<file path="src/rtl/rst_seq_pkg.sv">
// rtl/rst_seq_pkg.sv - state encoding and counter sizing for the reset sequencer
package rst_seq_pkg;

  typedef enum logic [2:0] {
    ST_RESET      = 3'd0,
    ST_HOLD       = 3'd1,
    ST_PERIPH_REL = 3'd2,
    ST_RUN        = 3'd3,
    ST_SW_RST     = 3'd4
  } state_e;

  // Wide enough for the largest terminal count (N-1); never narrower than one bit.
  function automatic int unsigned cnt_width(input int unsigned a,
                                            input int unsigned b,
                                            input int unsigned c);
    int unsigned m;
    m = a;
    if (b > m) m = b;
    if (c > m) m = c;
    if (m < 2) return 1;
    return int'($clog2(m));
  endfunction

endpackage

</file>
<file path="src/rtl/rst_sync_2ff.sv">
// rtl/rst_sync_2ff.sv - two-flop reset synchroniser, async assert, clock-synchronous release
module rst_sync_2ff (
  input  logic clk_i,
  input  logic rst_ni,
  output logic rst_no
);

  logic [1:0] sync_q;

  always_ff @(posedge clk_i or negedge rst_ni) begin
    if (!rst_ni) begin
      sync_q <= 2'b00;
    end else begin
      sync_q <= {sync_q[0], 1'b1};
    end
  end

  assign rst_no = sync_q[1];

endmodule

</file>
<file path="src/rtl/rst_seq.sv">
// rtl/rst_seq.sv - ordered reset release (peripherals, then core) with software warm reset
module rst_seq #(
  parameter int unsigned HoldCycles    = 16,
  parameter int unsigned StaggerCycles = 4,
  parameter int unsigned SwRstCycles   = 8
) (
  input  logic clk_i,
  input  logic rst_ni,
  input  logic sw_rst_req_i,
  output logic rst_periph_no,
  output logic rst_core_no,
  output logic rst_done_o,
  output logic rst_cause_sw_o
);
  import rst_seq_pkg::*;

  localparam int unsigned CntW = cnt_width(HoldCycles, StaggerCycles, SwRstCycles);
  localparam logic [CntW-1:0] HoldLast    = CntW'(HoldCycles - 1);
  localparam logic [CntW-1:0] StaggerLast = CntW'(StaggerCycles - 1);
  localparam logic [CntW-1:0] SwRstLast   = CntW'(SwRstCycles - 1);

  state_e          state_q, state_d;
  logic [CntW-1:0] cnt_q, cnt_d;
  logic            periph_q, periph_d;
  logic            core_q, core_d;
  logic            done_q, done_d;
  logic            cause_q, cause_d;
  logic            rst_sync;

  rst_sync_2ff u_sync (
    .clk_i  (clk_i),
    .rst_ni (rst_ni),
    .rst_no (rst_sync)
  );

  always_comb begin
    state_d = state_q;
    cnt_d   = cnt_q;
    cause_d = cause_q;
    unique case (state_q)
      ST_RESET: begin
        if (rst_sync) begin
          state_d = ST_HOLD;
          cnt_d   = '0;
        end
      end
      ST_HOLD: begin
        if (cnt_q == HoldLast) begin
          state_d = ST_PERIPH_REL;
          cnt_d   = '0;
        end else begin
          cnt_d = cnt_q + CntW'(1);
        end
      end
      ST_PERIPH_REL: begin
        if (cnt_q == StaggerLast) begin
          state_d = ST_RUN;
          cnt_d   = '0;
        end else begin
          cnt_d = cnt_q + CntW'(1);
        end
      end
      ST_RUN: begin
        if (sw_rst_req_i) begin
          state_d = ST_SW_RST;
          cnt_d   = '0;
          cause_d = 1'b1;
        end
      end
      ST_SW_RST: begin
        if (cnt_q == SwRstLast) begin
          state_d = ST_HOLD;
          cnt_d   = '0;
        end else begin
          cnt_d = cnt_q + CntW'(1);
        end
      end
      default: begin
        state_d = ST_RESET;
        cnt_d   = '0;
      end
    endcase

    // Outputs are decoded from the next state so they change on the same edge as the state.
    periph_d = (state_d == ST_PERIPH_REL) || (state_d == ST_RUN);
    core_d   = (state_d == ST_RUN);
    done_d   = (state_d == ST_RUN);
  end

  always_ff @(posedge clk_i or negedge rst_ni) begin
    if (!rst_ni) begin
      state_q  <= ST_RESET;
      cnt_q    <= '0;
      periph_q <= 1'b0;
      core_q   <= 1'b0;
      done_q   <= 1'b0;
      cause_q  <= 1'b0;
    end else begin
      state_q  <= state_d;
      cnt_q    <= cnt_d;
      periph_q <= periph_d;
      core_q   <= core_d;
      done_q   <= done_d;
      cause_q  <= cause_d;
    end
  end

  assign rst_periph_no  = periph_q;
  assign rst_core_no    = core_q;
  assign rst_done_o     = done_q;
  assign rst_cause_sw_o = cause_q;

endmodule

</file>
<file path="config.mk">
export PLATFORM = sky130hd
export DESIGN_NAME = rst_seq
export DESIGN_NICKNAME = d
export VERILOG_FILES = /design/src/rtl/rst_seq_pkg.sv /design/src/rtl/rst_sync_2ff.sv /design/src/rtl/rst_seq.sv
export SDC_FILE = /design/constraint.sdc
export NUM_CORES = 1
export LEC_CHECK = 0
export CAP_MARGIN = 20
export CORE_AREA = 2 2 43 45
export CTS_CLUSTER_DIAMETER = 40
export DETAILED_ROUTE_END_ITERATION = 8
export DIE_AREA = 0 0 45 47
export SLEW_MARGIN = 20
export SYNTH_ARGS = -nofsm -noshare
export SYNTH_HDL_FRONTEND = slang
export SYNTH_HIERARCHICAL = 1
export SYNTH_SLANG_ARGS = --single-unit
</file>
<file path="constraint.sdc">
create_clock -name clk_i -period 2.3 [get_ports clk_i]
set_input_delay 0.345 -clock clk_i [delete_from_list [all_inputs] [get_ports clk_i]]
set_output_delay 0.345 -clock clk_i [all_outputs]
set_load 0.02 [all_outputs]
</file>
==> results of run 1 <==
[state kept, by name, summed over array words and instances, names as in the netlist]
| register | count |
|---|---|
| rst_cause_sw_o | 1 |
| cnt_q | 4 |
| state_q | 3 |
| u_sync/sync_q | 2 |
| rst_done_o | 1 |
| rst_periph_no | 1 |
[path summary, 6_finish.rpt]
| kind | to | slack [ns] | cells after the start |
|---|---|---|---|
| max in group asynchronous | u_sync/sync_q[1] | 1.54 | 1 |
| worst min-delay path | u_sync/sync_q[1] | 0.35 | 0 |
| worst min register to register | u_sync/sync_q[1] | 0.35 | 0 |
| worst max register to register | cnt_q[2] | 0.75 | 4 |
| min in group asynchronous | rst_done_o | 0.41 | 1 |
| worst max-delay path | rst_cause_sw_o | 0.73 | 1 |
[cell type report]
class | count | area [sq um]
Fill cell | 168 | 940
Sequential cell | 12 | 300
Multi-Input combinational cell | 45 | 290
Timing Repair Buffer | 6 | 60.1
Clock buffer | 4 | 36.3
Tap cell | 17 | 21.3
Inverter | 1 | 3.75
[cell usage in the layout, fill, tap and decap left out, drive strengths merged]
cell type and count:
mux2i 1, ha 1, o21ai 3, nor2b 2
nor2 6, nand3 3, a21o 1, a21boi 1
nand2 4, o22a 1, nand2b 4, clkbuf 4
a211o 2, dfrtp 12, a21oi 4, nand4 1
or3 1, or2 1, nand3b 2, inv 1
mux2 1, a211oi 1, clkdlybuf4s50 6, conb 1
maj3 1, a31oi 1, a32o 1, nor3 1
[cells by family (layout without fill, tap and decap cells)]
kind of cell	count (synthesis)	count (layout)	synth area share [%]
muxes	2	2	3.95
adders and majority gates	2	2	3.75
and+or+nand+nor	25	25	20.4
buffers and inverters	6	11	6.72
other	1	1	0.592
DFF	12	12	47.4
AOI/OAI and AO/OA	15	15	17.2
[power by group]
part           internal [mW]  switching [mW]
clock network         0.0963          0.0703
logic                  0.154           0.132
registers              0.271          0.0799
total                  0.522           0.282
[metal layers]
layer,up-vias,share of wire [%],track usage (%)
li1,227,-,-
met1,237,51,17.4
met2,4,43,15.1
met3,2,3.8,5.77
met4,0,1.6,5.29
met5,-,0,0
[metrics by stage]
step	hold slack [ns]	instance area, sq um	utilization (%)	worst slack [ns]	cells
finish	0.351	712	43.1	0.731	85
global route	0.358	712	43.1	0.671	85
CTS	0.355	712	43.1	0.717	85
detailed placement	0.339	676	40.9	0.707	81
global placement	0.336	676	40.9	0.725	81
floorplan	0.0494	633	-	0.956	63
==> run_summary.xml, run 1 <==
<?xml version="1.0" encoding="UTF-8"?>
<metrics>
  <group name="cts">
    <metric name="clk_transition_reported_paths" unit="ns">0.08</metric>
    <metric name="cts-root-buf" unit="">clkbuf_4</metric>
    <metric name="clkLatencyLatePin" unit="ns">0.28</metric>
    <metric name="clock_tree.htree_level_count" unit="">1</metric>
    <metric name="hold_buffers" unit="">0</metric>
    <metric name="numCtsBuffers" unit="">3</metric>
    <metric name="clock_tree_from_tritoncts" unit="">done</metric>
    <metric name="cts.path.max_buffers" unit="">2</metric>
    <metric name="cts.repair.resized" unit="">0</metric>
    <metric name="post_cts.repair.setup_buffers" unit="">0</metric>
    <metric name="cts.sinks" unit="">12</metric>
  </group>
  <group name="yosys">
    <metric name="top_area_cell_type_share_of_the_netlist_area" unit="%">47.4</metric>
    <metric name="postSynth.asyncResetShare" unit="%">100</metric>
    <metric name="yosys-top-cells-area" unit="">dfrtp_1 (47%), nand2b_1 (4.0%), buf_4 (3.6%)</metric>
    <metric name="ys_seq_area_share" unit="%">47.4</metric>
    <metric name="synth_area" unit="sq um">633</metric>
    <metric name="yosysMostFrequentCell" unit="">dfrtp_1</metric>
    <metric name="synth-main-ff-cell" unit="">dfrtp_1</metric>
    <metric name="synth-edff-count" unit="">0</metric>
    <metric name="ys_seq_elements" unit="">12</metric>
    <metric name="postSynthAreaPerCell" unit="sq um">10.0</metric>
    <metric name="yosys_warnings" unit="">6</metric>
    <metric name="netlist_instances" unit="">63</metric>
    <metric name="synth_largest_area_cell" unit="">dfrtp_1</metric>
    <metric name="yosysUniqueCellTypes" unit="">30</metric>
    <metric name="number_of_nets_in_the_synthesized_netlist" unit="">67</metric>
    <metric name="synth_commonest_cells" unit="">dfrtp_1 (12), nor2_1 (6), nand2_1 (4), nand2b_1 (4)</metric>
  </group>
  <group name="setup_path">
    <metric name="critical_path_at" unit="ns">1.22</metric>
    <metric name="critical_path_required" unit="ns">1.96</metric>
    <metric name="crit_slowest_cell" unit="">clkdlybuf4s50_1</metric>
    <metric name="cp_cell_sequence" unit="">clkdlybuf4s50_1</metric>
    <metric name="worstPathMaxFanout" unit="">2</metric>
    <metric name="endpoint_kind" unit="">output port</metric>
    <metric name="rr_startpoint" unit="">state_q[1]</metric>
    <metric name="timing.critical_path.from" unit="">rst_cause_sw_o</metric>
    <metric name="worst_path_dominant_cell_family" unit="">buffers and inverters</metric>
    <metric name="critical-path-max-stage-delay" unit="ns">0.60</metric>
    <metric name="worstSetupPathType" unit="">reg -&gt; out</metric>
    <metric name="cp-start-kind" unit="">flop</metric>
    <metric name="cp_buf_inv_count" unit="">1</metric>
  </group>
  <group name="global_route">
    <metric name="grt_first_pass_wirelength" unit="um">1770</metric>
    <metric name="global_route.usage.total" unit="%">12.1</metric>
    <metric name="largest_net_degree_at_the_start_of_global_routing" unit="">13</metric>
    <metric name="grt_remaining_overflow" unit="">0</metric>
    <metric name="grt_antenna_before_repair" unit="">0</metric>
    <metric name="grt_pass1_vias" unit="">382</metric>
  </group>
  <group name="sta">
    <metric name="final.setup.tns" unit="ns">0</metric>
    <metric name="clock-skew-final" unit="ns">0.00754</metric>
    <metric name="final_cycle_utilization_of_the_critical_path" unit="%">68.2</metric>
    <metric name="timing_max_transition_violations_final" unit="">0</metric>
    <metric name="achievable-frequency" unit="MHz">637</metric>
    <metric name="tightest_slew" unit="ns">0.522</metric>
    <metric name="report.final.hold_viol_count" unit="">0</metric>
    <metric name="max_slew_margin" unit="%">65.1</metric>
    <metric name="unrepaired_setup_endpoints_after_global_routing" unit="">false</metric>
    <metric name="final_setup_violation_count" unit="">0</metric>
    <metric name="period_minus_slack" unit="ns">1.57</metric>
  </group>
  <group name="power_and_ir_drop">
    <metric name="power.total" unit="mW">0.804</metric>
    <metric name="cellLeakagePower" unit="nW">0.323</metric>
    <metric name="vdd.ir_drop.worst" unit="uV">475</metric>
    <metric name="p_per_area" unit="nW/um^2">1130</metric>
  </group>
  <group name="final_layout">
    <metric name="antennaDiodeCount" unit="">0</metric>
    <metric name="area_growth_syn_to_layout" unit="%">12.5</metric>
    <metric name="design.final.nets" unit="">73</metric>
    <metric name="share_of_cells_above_drive_strength_1" unit="%">14.7</metric>
  </group>
  <group name="placement">
    <metric name="port_buffers" unit="">6</metric>
    <metric name="place_congestion" unit="">0.816</metric>
    <metric name="dp_hpwl" unit="um">757</metric>
  </group>
  <group name="floorplanning">
    <metric name="floorplan.io_pins" unit="">7</metric>
    <metric name="initial_core_util" unit="%">38.3</metric>
    <metric name="core.rowCount" unit="">15</metric>
    <metric name="die-area" unit="sq um">2120</metric>
    <metric name="coreArea" unit="sq um">1650</metric>
    <metric name="chipWidth" unit="um">45</metric>
    <metric name="fp.dieH" unit="um">47</metric>
  </group>
  <group name="drt">
    <metric name="detail_route.vias_per_cell" unit="">5.53</metric>
    <metric name="drc" unit="">0</metric>
    <metric name="num_vias" unit="">470</metric>
    <metric name="detail_route.first_pass.iterations" unit="">4</metric>
    <metric name="drtAntennaViolNets" unit="">0</metric>
    <metric name="drt-initial-drc-count" unit="">13</metric>
    <metric name="route.final.wire_length" unit="um">1060</metric>
    <metric name="drt-wirelength-per-cell" unit="um">12.4</metric>
  </group>
  <group name="min_path">
    <metric name="hp-class" unit="">reg -&gt; reg</metric>
    <metric name="min-delay-start" unit="">u_sync/sync_q[0]</metric>
  </group>
  <group name="job">
    <metric name="timing.max_cap.violations" unit="">0</metric>
  </group>
  <group name="status">
    <metric name="run_status" unit="">finished clean</metric>
  </group>
</metrics>
(Power assumes the default switching activity.)
==> run 2, diff against run 1 <==
- clock period: 2.3 -> 1.4 ns (I/O delays scaled with it)
==> run 2 against run 1 <==
  * Combinational power rose by 150%
  * Register-to-register slack got worse by 0.69 ns
  * Largest cell class is now multi-input gates
  * Critical path type is now reg -> reg
  * Cell area rose by 16%
  * Total power rose by 87%
  * Setup slack got worse by 0.67 ns
  * Routed wire length rose by 15%
==> run_summary.xml, run 2 (synthesized netlist as in run 1, its figures left out) <==
<?xml version="1.0" encoding="UTF-8"?>
<metrics>
  <group name="power_and_ir_drop">
    <metric name="p_per_area" unit="nW/um^2">1810</metric>
    <metric name="seq_power_share" unit="%">34.6</metric>
    <metric name="power.total" unit="mW">1.50</metric>
    <metric name="clock_power_share" unit="%">18.5</metric>
    <metric name="comb_power_share" unit="%">46.9</metric>
    <metric name="vdd.ir_drop.worst" unit="uV">791</metric>
    <metric name="power.share.switching" unit="%">34.3</metric>
    <metric name="cellLeakagePower" unit="nW">0.404</metric>
    <metric name="cellInternalPower" unit="mW">0.985</metric>
    <metric name="power.switching" unit="mW">0.515</metric>
  </group>
  <group name="cts">
    <metric name="clock_tree.htree_level_count" unit="">1</metric>
    <metric name="clock_tree_from_tritoncts" unit="">done</metric>
    <metric name="post_cts.repair.setup_buffers" unit="">0</metric>
    <metric name="cts.sinks" unit="">12</metric>
    <metric name="clk_transition_reported_paths" unit="ns">0.08</metric>
    <metric name="cts-root-buf" unit="">clkbuf_4</metric>
    <metric name="hold_buffers" unit="">0</metric>
    <metric name="cts.path.max_buffers" unit="">2</metric>
    <metric name="numCtsBuffers" unit="">3</metric>
    <metric name="clkLatencyLatePin" unit="ns">0.27</metric>
  </group>
  <group name="global_route">
    <metric name="largest_net_degree_at_the_start_of_global_routing" unit="">13</metric>
    <metric name="grt_antenna_before_repair" unit="">0</metric>
    <metric name="grt_remaining_overflow" unit="">0</metric>
    <metric name="grt_first_pass_wirelength" unit="um">1960</metric>
    <metric name="grt_pass1_vias" unit="">433</metric>
    <metric name="global_route.usage.total" unit="%">14.2</metric>
  </group>
  <group name="setup_path">
    <metric name="cp_buf_inv_count" unit="">0</metric>
    <metric name="critical_path_at" unit="ns">1.50</metric>
    <metric name="critical-path-max-stage-delay" unit="ns">0.41</metric>
    <metric name="rrSetupSlack" unit="ns">0.06</metric>
    <metric name="worst_r2r_path_depth" unit="">4</metric>
    <metric name="worst_path_dominant_cell_family" unit="">simple AND/OR/NAND/NOR gates</metric>
    <metric name="rr_startpoint" unit="">state_q[0]</metric>
    <metric name="endpoint_kind" unit="">flop</metric>
    <metric name="reg2reg_to" unit="">cnt_q[2]</metric>
    <metric name="cp-start-kind" unit="">flop</metric>
    <metric name="cp_cell_sequence" unit="">or3_4 -&gt; a21oi_4 -&gt; nor2b_2 -&gt; o22a_1</metric>
    <metric name="crit_slowest_cell" unit="">dfrtp_1</metric>
    <metric name="worstPathMaxFanout" unit="">4</metric>
    <metric name="worstSetupPathType" unit="">reg -&gt; reg</metric>
    <metric name="critical_path_required" unit="ns">1.57</metric>
  </group>
  <group name="drt">
    <metric name="detail_route.first_pass.iterations" unit="">3</metric>
    <metric name="drtAntennaViolNets" unit="">0</metric>
    <metric name="drt-initial-drc-count" unit="">9</metric>
    <metric name="num_vias" unit="">486</metric>
    <metric name="detail_route.vias_per_cell" unit="">5.01</metric>
    <metric name="route.final.wire_length" unit="um">1220</metric>
    <metric name="drt-wirelength-per-cell" unit="um">12.5</metric>
    <metric name="drc" unit="">0</metric>
  </group>
  <group name="final_layout">
    <metric name="design_area" unit="sq um">828</metric>
    <metric name="fill_cells" unit="">154</metric>
    <metric name="registers.top_by_ff_count" unit="">cnt_q</metric>
    <metric name="mostFrequentLayoutCells" unit="">dfrtp_1 (12), buf_4 (11), nor2_1 (6)</metric>
    <metric name="largest_register_ffs" unit="">4</metric>
    <metric name="biggest_regs" unit="">cnt_q x4, state_q x3, u_sync/sync_q x2</metric>
    <metric name="finish.utilization" unit="%">50.2</metric>
    <metric name="design.final.nets" unit="">85</metric>
    <metric name="area_growth_syn_to_layout" unit="%">30.8</metric>
    <metric name="share_of_cells_above_drive_strength_1" unit="%">32.5</metric>
    <metric name="antennaDiodeCount" unit="">0</metric>
    <metric name="layout.cells.most_common" unit="">dfrtp_1</metric>
  </group>
  <group name="floorplanning">
    <metric name="floorplan.io_pins" unit="">7</metric>
    <metric name="core.rowCount" unit="">15</metric>
    <metric name="die-area" unit="sq um">2120</metric>
    <metric name="initial_core_util" unit="%">38.3</metric>
    <metric name="fp.dieH" unit="um">47</metric>
    <metric name="chipWidth" unit="um">45</metric>
    <metric name="coreArea" unit="sq um">1650</metric>
  </group>
  <group name="placement">
    <metric name="port_buffers" unit="">6</metric>
    <metric name="place_area" unit="sq um">766</metric>
    <metric name="place_congestion" unit="">0.819</metric>
    <metric name="dp_hpwl" unit="um">891</metric>
  </group>
  <group name="job">
    <metric name="timing.max_cap.violations" unit="">0</metric>
  </group>
  <group name="min_path">
    <metric name="hp-class" unit="">in -&gt; async</metric>
  </group>
  <group name="sta">
    <metric name="timing_max_transition_violations_final" unit="">0</metric>
    <metric name="unrepaired_setup_endpoints_after_global_routing" unit="">true</metric>
    <metric name="final.setup.tns" unit="ns">0</metric>
    <metric name="final_setup_violation_count" unit="">0</metric>
    <metric name="period_minus_slack" unit="ns">1.34</metric>
    <metric name="achievable-frequency" unit="MHz">749</metric>
    <metric name="report.final.hold_viol_count" unit="">0</metric>
    <metric name="final_cycle_utilization_of_the_critical_path" unit="%">95.4</metric>
    <metric name="clock-skew-final" unit="ns">0.00353</metric>
  </group>
  <group name="status">
    <metric name="run_status" unit="">finished clean</metric>
  </group>
</metrics>
-- run 2: changes by cell type in the layout (fill, tap and decap cells not counted) --
| cell | previous run | this run |
|---|---|---|
| a21oi_2 | 2 | 0 |
| a21oi_4 | 0 | 2 |
| buf_4 | 0 | 11 |
| buf_6 | 0 | 1 |
| clkdlybuf4s50_1 | 6 | 2 |
| dlygate4sd2_1 | 0 | 4 |
| ha_1 | 1 | 0 |
| ha_2 | 0 | 1 |
| nor2b_1 | 2 | 0 |
| nor2b_2 | 0 | 2 |
| or3_1 | 1 | 0 |
| or3_4 | 0 | 1 |
-- run 2: routing by layer --
metal / track usage [%] / wire length (um) / vias up
met4: 12.4 / 13 / 0
li1: - / - / 254
met1: 20.1 / 594 / 229
met5: 0 / 0 / -
met3: 2.31 / 21 / 2
met2: 18.6 / 588 / 1
-- run 2: worst max-delay path by stage --
stage	from	endpoint	slack [ns]	depth (start not counted)
floorplan	cnt_q[0]	cnt_q[1]	0.06	4
CTS	state_q[1]	cnt_q[2]	0.02	4
finish	state_q[0]	cnt_q[2]	0.06	4
detailed placement	sw_rst_req_i	cnt_q[2]	-0.02	5
global route	cnt_q[0]	cnt_q[3]	-0.01	5
global placement	sw_rst_req_i	cnt_q[1]	0.003	5
-- run 2: power by group through the flow --
stage / clock (mW) / combinational, mW / sequential [mW]
after CTS: 0.300 / 0.671 / 0.515
final: 0.277 / 0.703 / 0.519
after global routing: 0.307 / 0.784 / 0.535
after floorplan: 0 / 0.426 / 0.532
after global placement: 0 / 0.676 / 0.521
after detailed placement: 0 / 0.682 / 0.523
-- run 2: final cells by class --
cell class / count / area (sq um) / area share, %
tap: 17 / 21.3 / 2.57
multi-input combinational: 45 / 318 / 38.4
inverter: 1 / 3.75 / 0.453
clock buffer: 4 / 36.3 / 4.38
sequential: 12 / 300 / 36.3
timing repair buffer: 18 / 149 / 18.0
-- run 2: per-stage QoR --
stage                     hold slack, ns  setup WS (ns)  cells
after detailed placement           0.340        -0.0161     93
after global routing               0.240       -0.00960     97
after floorplan                  -0.0856         0.0557     63
after CTS                          0.216         0.0168     97
final                              0.227         0.0647     97
after global placement             0.333        0.00306     93
-- run 2: what timing repair did --
item                       4_1_cts  5_1_grt
pin swaps                        0        3
setup endpoints to repair        4        4
gates resized for setup          4        7
hold endpoints to repair         0        0
==> run 3, diff against run 2 <==
- CTS_BUF_LIST: default -> sky130_fd_sc_hd__clkbuf_4 sky130_fd_sc_hd__clkbuf_8
- SLEW_MARGIN: 20 -> default
==> results of run 3 <==
No change in the layout: final DEF, timing and power equal those of run 2.
